File: config.mk
export PLATFORM = sky130hd
export DESIGN_NAME = ctrl_seq
export DESIGN_NICKNAME = d
export VERILOG_FILES = /design/src/rtl/ctrl_seq.sv
export SDC_FILE = /design/constraint.sdc
export NUM_CORES = 1
export LEC_CHECK = 0
export ABC_AREA = 1
export CORE_ASPECT_RATIO = 1.25
export CORE_MARGIN = 2
export CORE_UTILIZATION = 35
export CTS_CLUSTER_SIZE = 40
export DETAILED_ROUTE_END_ITERATION = 16
export GPL_TIMING_DRIVEN = 0
export MAX_ROUTING_LAYER = met4
export PLACE_DENSITY = 0.84
export SLEW_MARGIN = 20
export SYNTH_ARGS = -nofsm -noshare
export SYNTH_HDL_FRONTEND = slang
export SYNTH_SLANG_ARGS = --single-unit
File: constraint.sdc
create_clock -name Clk -period 2.2 [get_ports Clk]
set_input_delay 0.22 -clock Clk [delete_from_list [all_inputs] [get_ports Clk]]
set_output_delay 0.22 -clock Clk [all_outputs]
set_load 0.03 [all_outputs]
File: src/rtl/ctrl_seq.sv
// Sequenced control unit for the 9-bit ISA core: decode plus run/load-wait/done FSM.
// Optional build macro CTRL_SEQ_RETIRE_CNT_EN adds the retired-instruction counter.
module ctrl_seq #(
    parameter int INSTR_W  = 9,
    parameter int PC_W     = 10,
    parameter int BR_IDX_W = 2,
    parameter int LOAD_LAT = 2,
    parameter int CNT_W    = 16
) (
    input  logic               Clk,
    input  logic               Reset_n,
    input  logic               Start,
    input  logic [INSTR_W-1:0] Instruction,
    input  logic               ZeroFlag,
    output logic               PcEn,
    output logic               BranchTaken,
    output logic [PC_W-1:0]    PCTargIdx,
    output logic               RegWrEn,
    output logic               MemWrEn,
    output logic               LoadInst,
    output logic               Stall,
    output logic               Ack,
    output logic [CNT_W-1:0]   RetireCnt
);
    // state  | meaning
    // IDLE   | waiting for Start after reset
    // RUN    | one instruction decoded and executed per cycle
    // LWAIT  | data-memory read in flight, PC held
    // DONE   | HALT retired, Ack held until Start
    typedef enum logic [1:0] {S_IDLE, S_RUN, S_LWAIT, S_DONE} state_t;
    typedef enum logic [2:0] {OP_ALU, OP_CMP, OP_STORE, OP_LOAD, OP_BR, OP_HALT} op_t;

    localparam int LAT_W = (LOAD_LAT > 1) ? $clog2(LOAD_LAT) : 1;

    state_t             state_q, state_d;
    logic [LAT_W-1:0]   cnt_q, cnt_d;
    logic               ack_q, ack_d;
    op_t                op;
    logic [4:0]         opc;
    logic [BR_IDX_W-1:0] br_idx;
    logic               instr_unused;

    assign opc          = Instruction[INSTR_W-1 -: 5];
    assign br_idx       = Instruction[3 -: BR_IDX_W];
    assign instr_unused = ^Instruction;

    always_comb begin
        op = OP_ALU;
        if (opc == 5'b11111)           op = OP_HALT;
        else if (opc[4:1] == 4'b1111)  op = OP_BR;
        else if (opc[4:1] == 4'b1110)  op = OP_CMP;
        else if (opc == 5'b11011)      op = OP_STORE;
        else if (opc == 5'b11010)      op = OP_LOAD;
    end

    always_comb begin
        state_d     = state_q;
        cnt_d       = cnt_q;
        PcEn        = 1'b0;
        BranchTaken = 1'b0;
        PCTargIdx   = '0;
        RegWrEn     = 1'b0;
        MemWrEn     = 1'b0;
        LoadInst    = 1'b0;
        Stall       = 1'b0;
        case (state_q)
            S_IDLE: if (Start) state_d = S_RUN;
            S_RUN: begin
                case (op)
                    OP_ALU: begin
                        RegWrEn = 1'b1;
                        PcEn    = 1'b1;
                    end
                    OP_CMP: PcEn = 1'b1;
                    OP_STORE: begin
                        MemWrEn = 1'b1;
                        PcEn    = 1'b1;
                    end
                    OP_BR: begin
                        PcEn = 1'b1;
                        if (ZeroFlag) begin
                            BranchTaken = 1'b1;
                            PCTargIdx   = PC_W'(br_idx);
                        end
                    end
                    OP_LOAD: begin
                        LoadInst = 1'b1;
                        Stall    = 1'b1;
                        cnt_d    = LAT_W'(LOAD_LAT - 1);
                        state_d  = S_LWAIT;
                    end
                    default: state_d = S_DONE;
                endcase
            end
            S_LWAIT: begin
                LoadInst = 1'b1;
                if (cnt_q != '0) begin
                    Stall = 1'b1;
                    cnt_d = cnt_q - LAT_W'(1);
                end else begin
                    RegWrEn = 1'b1;
                    PcEn    = 1'b1;
                    state_d = S_RUN;
                end
            end
            default: if (Start) state_d = S_RUN;
        endcase
    end

    // Ack is a flop so it rises on the edge entering DONE and drops on the Start edge.
    assign ack_d = (state_d == S_DONE);
    assign Ack   = ack_q;

    always_ff @(posedge Clk or negedge Reset_n) begin
        if (!Reset_n) begin
            state_q <= S_IDLE;
            cnt_q   <= '0;
            ack_q   <= 1'b0;
        end else begin
            state_q <= state_d;
            cnt_q   <= cnt_d;
            ack_q   <= ack_d;
        end
    end

`ifdef CTRL_SEQ_RETIRE_CNT_EN
    logic [CNT_W-1:0] retire_q, retire_d;

    // HALT never raises PcEn, so it is counted on its way into DONE.
    always_comb begin
        retire_d = retire_q;
        if (PcEn || (state_q == S_RUN && op == OP_HALT))
            retire_d = retire_q + CNT_W'(1);
    end

    always_ff @(posedge Clk or negedge Reset_n) begin
        if (!Reset_n) retire_q <= '0;
        else          retire_q <= retire_d;
    end

    assign RetireCnt = retire_q;
`else
    assign RetireCnt = '0;
`endif
endmodule
# --- Word-level counts from Yosys, hierarchy flattened ---
# Index checks and enable logic that the tools add are counted.
totals:
  elab_cells: 50
  in_bits: 13
  regBits: 4
  output_inout_bits: 33
classes:
  eq_ne: 13
  addsub: 1
  muxes: 29
  reduce_logical: 4
ops:
  columns: ["cell", "n"]
  rows:
  - ["$mux 2", 8]
  - ["$eq 5x5->1 const B", 3]
  - ["$mux 1", 12]
  - ["$pmux 1 s2", 5]
  - ["$eq 4x4->1 const B", 2]
  - ["$pmux 2 s2", 2]
  - ["$eq 3x2->1 const B", 2]
  - ["$mux 3", 2]
  - ["$eq 2x2->1 const B", 2]
  - ["$reduce_or 4->1", 1]
  - ["$eq 3x1->1 const B", 1]
  - ["$eq 3x3->1 const B", 1]
  - ["$logic_not 3->1", 1]
  - ["$eq 2x1->1 const B", 1]
  - ["$ne 2x1->1 const B", 1]
  - ["$reduce_and 2->1", 1]
  - ["$reduce_bool 2->1", 1]
  - ["$sub 1x1->1 const B", 1]

# --- Longest topological paths before layout ---
depth:
  depth_word: 11
  mapped_depth: 10
  mapped_depth_nobuf: 10

# --- Least setup slack after synthesis ---
# OpenSTA, ideal clock, no wires.
synth_timing:
  kind: "reg-to-output"
  from: "reg state_q[1]"
  to: "out MemWrEn"
  path_stages_with_launch: 5
  t_arrival_ps: 1702
  slack_ps: 278
  t_required_ps: 1980
  n_path_buf: 0
  cell_sequence: "dfrtp_1 > inv_1 > ha_1 > inv_2 > nor4_1"
synth_between:
  elab_chain_cells: 2
synth_rtl:
  columns: ["item", "line", "source"]
  rows:
  - ["from (decl)", "35", "state_t state_q, state_d;"]
  - ["from (signal assigned)", "120", "state_q <= state_d;"]
  - ["$eq 2x1->1", "66", "case (state_q)"]
  - ["$mux 1", "66", null]
  - ["to (decl)", "19", "output logic MemWrEn,"]
# No other way between the ends.

# --- Worst setup path in the final report ---
layout_timing:
  from: "reg state_q[0]"
  to: "out PcEn"
layout_between:
  elab_chain_cells: 2
  word_cells_on_any_way: 3
  classes_between: "eq/ne (2); mux (1)"
layout_rtl:
  columns: ["item", "line", "source"]
  rows:
  - ["$eq 2x2->1 or $eq 2x1->1 (tied branches)", "66", null]
  - ["$pmux 1 s2 *", "66", null]
  - ["to (decl)", "15", "output logic PcEn,"]
# Mark *: on every way between the ends. The rest lies on a longest branch, timed or not.

==> impl_metrics.json <==
{
  "nets": 150,
  "cts.path.max_buffers": 2,
  "core.rowCount": 16,
  "timing.critical_path.cells": "inv_1, ha_1, inv_1, nor2_1, inv_1, a21oi_1, dlygate4sd2_1",
  "grt_max_degree": 9,
  "yosys.area_share.simple_pct": 29.4,
  "post-route-period-util_pct": 90.7,
  "startpoint_type": "flip-flop",
  "synth_mux_area_share_pct": 0,
  "synth_common_cells": "buf_4 (24), nand2_1 (14), inv_1 (13), nand3_1 (7), a21oi_1 (6)",
  "clockPowerShare_pct": 13.8,
  "slew_violations": 0,
  "ys_ff_latch": 4,
  "die_area_um2": 1990,
  "path_max_fanout": 4,
  "post_cts_buffers": 0,
  "switchingPower_w": 0.000325,
  "syn-cell-area_um2": 578,
  "synth_top_family_by_area": "buffers and inverters",
  "arrival_ps": 1770,
  "synth.distinct_cells": 19,
  "finish.utilization_pct": 57.2,
  "powerDensity_nw_per_um2": 711,
  "path_common_cell": "inv_1",
  "synth-edff-count": 0,
  "grt_pass1_vias": 479,
  "clk_pin_slew_ps": 40,
  "cts_max_level": 1,
  "dpl_worst_slack_ps": -65.3,
  "drt_iter0_markers": 3,
  "crit_type": "flip-flop to output port",
  "status": "finished clean",
  "finalWorstSetupSlack_ps": 206,
  "num_vias": 569,
  "cts-root-buf": "clkbuf_4",
  "end_kind": "output port",
  "cp-startpoint": "state_q[0]$_DFF_PN0_",
  "worst_skew_pair.late_latency_ps": 230,
  "path_buf_inv": 4,
  "avgSynthCellArea_um2": 6.57,
  "slowest_delay_ps": 410,
  "synth_area_leader_cell": "buf_4",
  "reg2reg_from": "state_q[0]$_DFF_PN0_",
  "drive_above_1_share_pct": 26.3,
  "hp-class": "input port to asynchronous set/reset pin",
  "finalHoldViolations": 0,
  "synth.most_common_cell": "buf_4",
  "critical_path_required_ps": 1980,
  "postRouteAntennaNets": 0,
  "busiest_layer": "met2",
  "rsz0062_at_grt": "no",
  "netlist_instances": 88,
  "grt_pass1_wl_mm": 1.70,
  "fmax_mhz": 501,
  "antenna_found_initial": 0,
  "met1_usage_pct": 10.7,
  "fin_crit_ps": 1990,
  "synth-xor-area-share_pct": 0,
  "synth_compound_gate_area_share_pct": 6.49,
  "cts.sinks": 4,
  "antenna_cells": 0,
  "p_leak_nw": 0.553,
  "vdd_drop_max_uv": 396,
  "async_flop_share_pct": 100,
  "avgViaCountPerCell": 3.77,
  "hpwl_mm": 1.05,
  "place_congestion": 0.743,
  "ys_warn_count": 0,
  "io-pin-count": 46,
  "setup_viol": 0,
  "met2_usage_pct": 22.0,
  "synth_top_area_share_pct": 31.2,
  "die_h_um": 49.4,
  "wl_per_cell_um": 7.88,
  "overflow": 0,
  "io_buffers": 19,
  "internal_power_w": 0.000310,
  "synth_flop_cell": "dfrtp_1",
  "synthTopCellsByArea": "buf_4 (31%), dfrtp_1 (17%), nand2_1 (9.1%)",
  "total_power_w": 0.000635,
  "numCtsBuffers": 3,
  "cap_violations": 0,
  "die_w_um": 40.4,
  "track_usage_pct": 12.2,
  "p_seq_share_pct": 19.1,
  "switching_share_pct": 51.2,
  "first_pass_iters": 3,
  "yosysSeqAreaShare_pct": 17.3,
  "tritoncts": "yes",
  "skew_ps": 1.62,
  "wl_mm": 1.19,
  "crit_family": "buffers and inverters",
  "start_util_pct": 37.0,
  "core_area_um2": 1560,
  "cpMaxStageDelayCell": "dlygate4sd2_1",
  "grtUsageMet3_pct": 2.28,
  "syn_to_final_growth_pct": 54.5,
  "drc": 0,
  "synthAdderAreaFrac_pct": 4.33,
  "comb_power_share_pct": 67.1
}
## repair_timing
item,4_1_cts,5_1_grt
hold buffers,0,0
gates resized for setup,7,1
setup endpoints to repair,7,1
cloned,0,0
## final timing paths
path | endpoint | slack (ps) | cells past startpoint
worst max register to register | state_q[0]$_DFF_PN0_ | 710 | 7
worst min-delay path | cnt_q$_DFFE_PN0P_ | 190 | 1
worst min register to register | cnt_q$_DFFE_PN0P_ | 560 | 2
max in group asynchronous | state_q[0]$_DFF_PN0_ | 1850 | 1
min in group Clk | cnt_q$_DFFE_PN0P_ | 560 | 2
worst max-delay path | PcEn | 210 | 7
## cells in the final DEF (no fill, tap or decap)
cell	netlist	layout
nand3_2	1	1
nor2_2	1	1
nor2_1	4	4
clkbuf_4	0	3
buf_2	1	1
dlymetal6s2s_1	0	1
nand2_2	2	2
dfrtp_1	4	4
buf_4	24	24
a21oi_1	6	6
conb_1	1	24
a211oi_1	1	1
ha_1	2	2
nand2_1	14	14
nand3_1	7	7
dlygate4sd2_1	0	7
clkdlybuf4s50_1	0	11
inv_2	2	2
nor2_4	1	1
nor3b_1	2	2
inv_1	13	13
nand4_1	1	1
nor4_1	1	1
## power groups by stage
stage	combinational, W	clock [W]	sequential (W)
6_report	0.000426	0.0000879	0.000121
4_1_cts	0.000428	0.0000945	0.000121
2_1_floorplan	0.000332	0	0.000119
3_5_place_dp	0.000447	0	0.000122
3_3_place_gp	0.000439	0	0.000119
5_1_grt	0.000476	0.0000995	0.000123
## through the flow
step | hold slack, ps | instance area, um2 | std cells | TNS (ps)
final | 190 | 893 | 151 | 0
after global routing | 201 | 893 | 151 | 0
after CTS | 188 | 891 | 151 | 0
after detailed placement | 439 | 877 | 148 | -80.8
after global placement | 424 | 877 | 148 | 0
after floorplan | -75.6 | 664 | 111 | 0
## layout make-up
class / instances / area [um2]
Fill cell: 164 / 668
Multi-Input combinational cell: 67 / 323
Buffer: 25 / 185
Timing Repair Buffer: 19 / 184
Sequential cell: 4 / 100
Inverter: 15 / 56.3
Clock buffer: 3 / 22.5
Tap cell: 18 / 22.5
## kinds of logic after synthesis
| family | after synthesis |
|---|---|
| buffers and inverters | 40 |
| other | 1 |
| AO/OA/AOI/OAI | 7 |
| flip-flops | 4 |
| AND/OR/NAND/NOR | 34 |
| adder cells (fa/ha/maj) | 2 |
## layer usage
layer  routed length (um)  vias to the layer above
met5                    0                        -
met4                    0                        0
met3                  137                        0
met2                  621                       24
met1                  431                      231
li1                     -                      314
## registers in the layout, indices dropped and copies added (netlist names)
register / count
state_q: 2
cnt_q: 1
Ack: 1
Note: power is estimated with default switching activity, not from simulation.
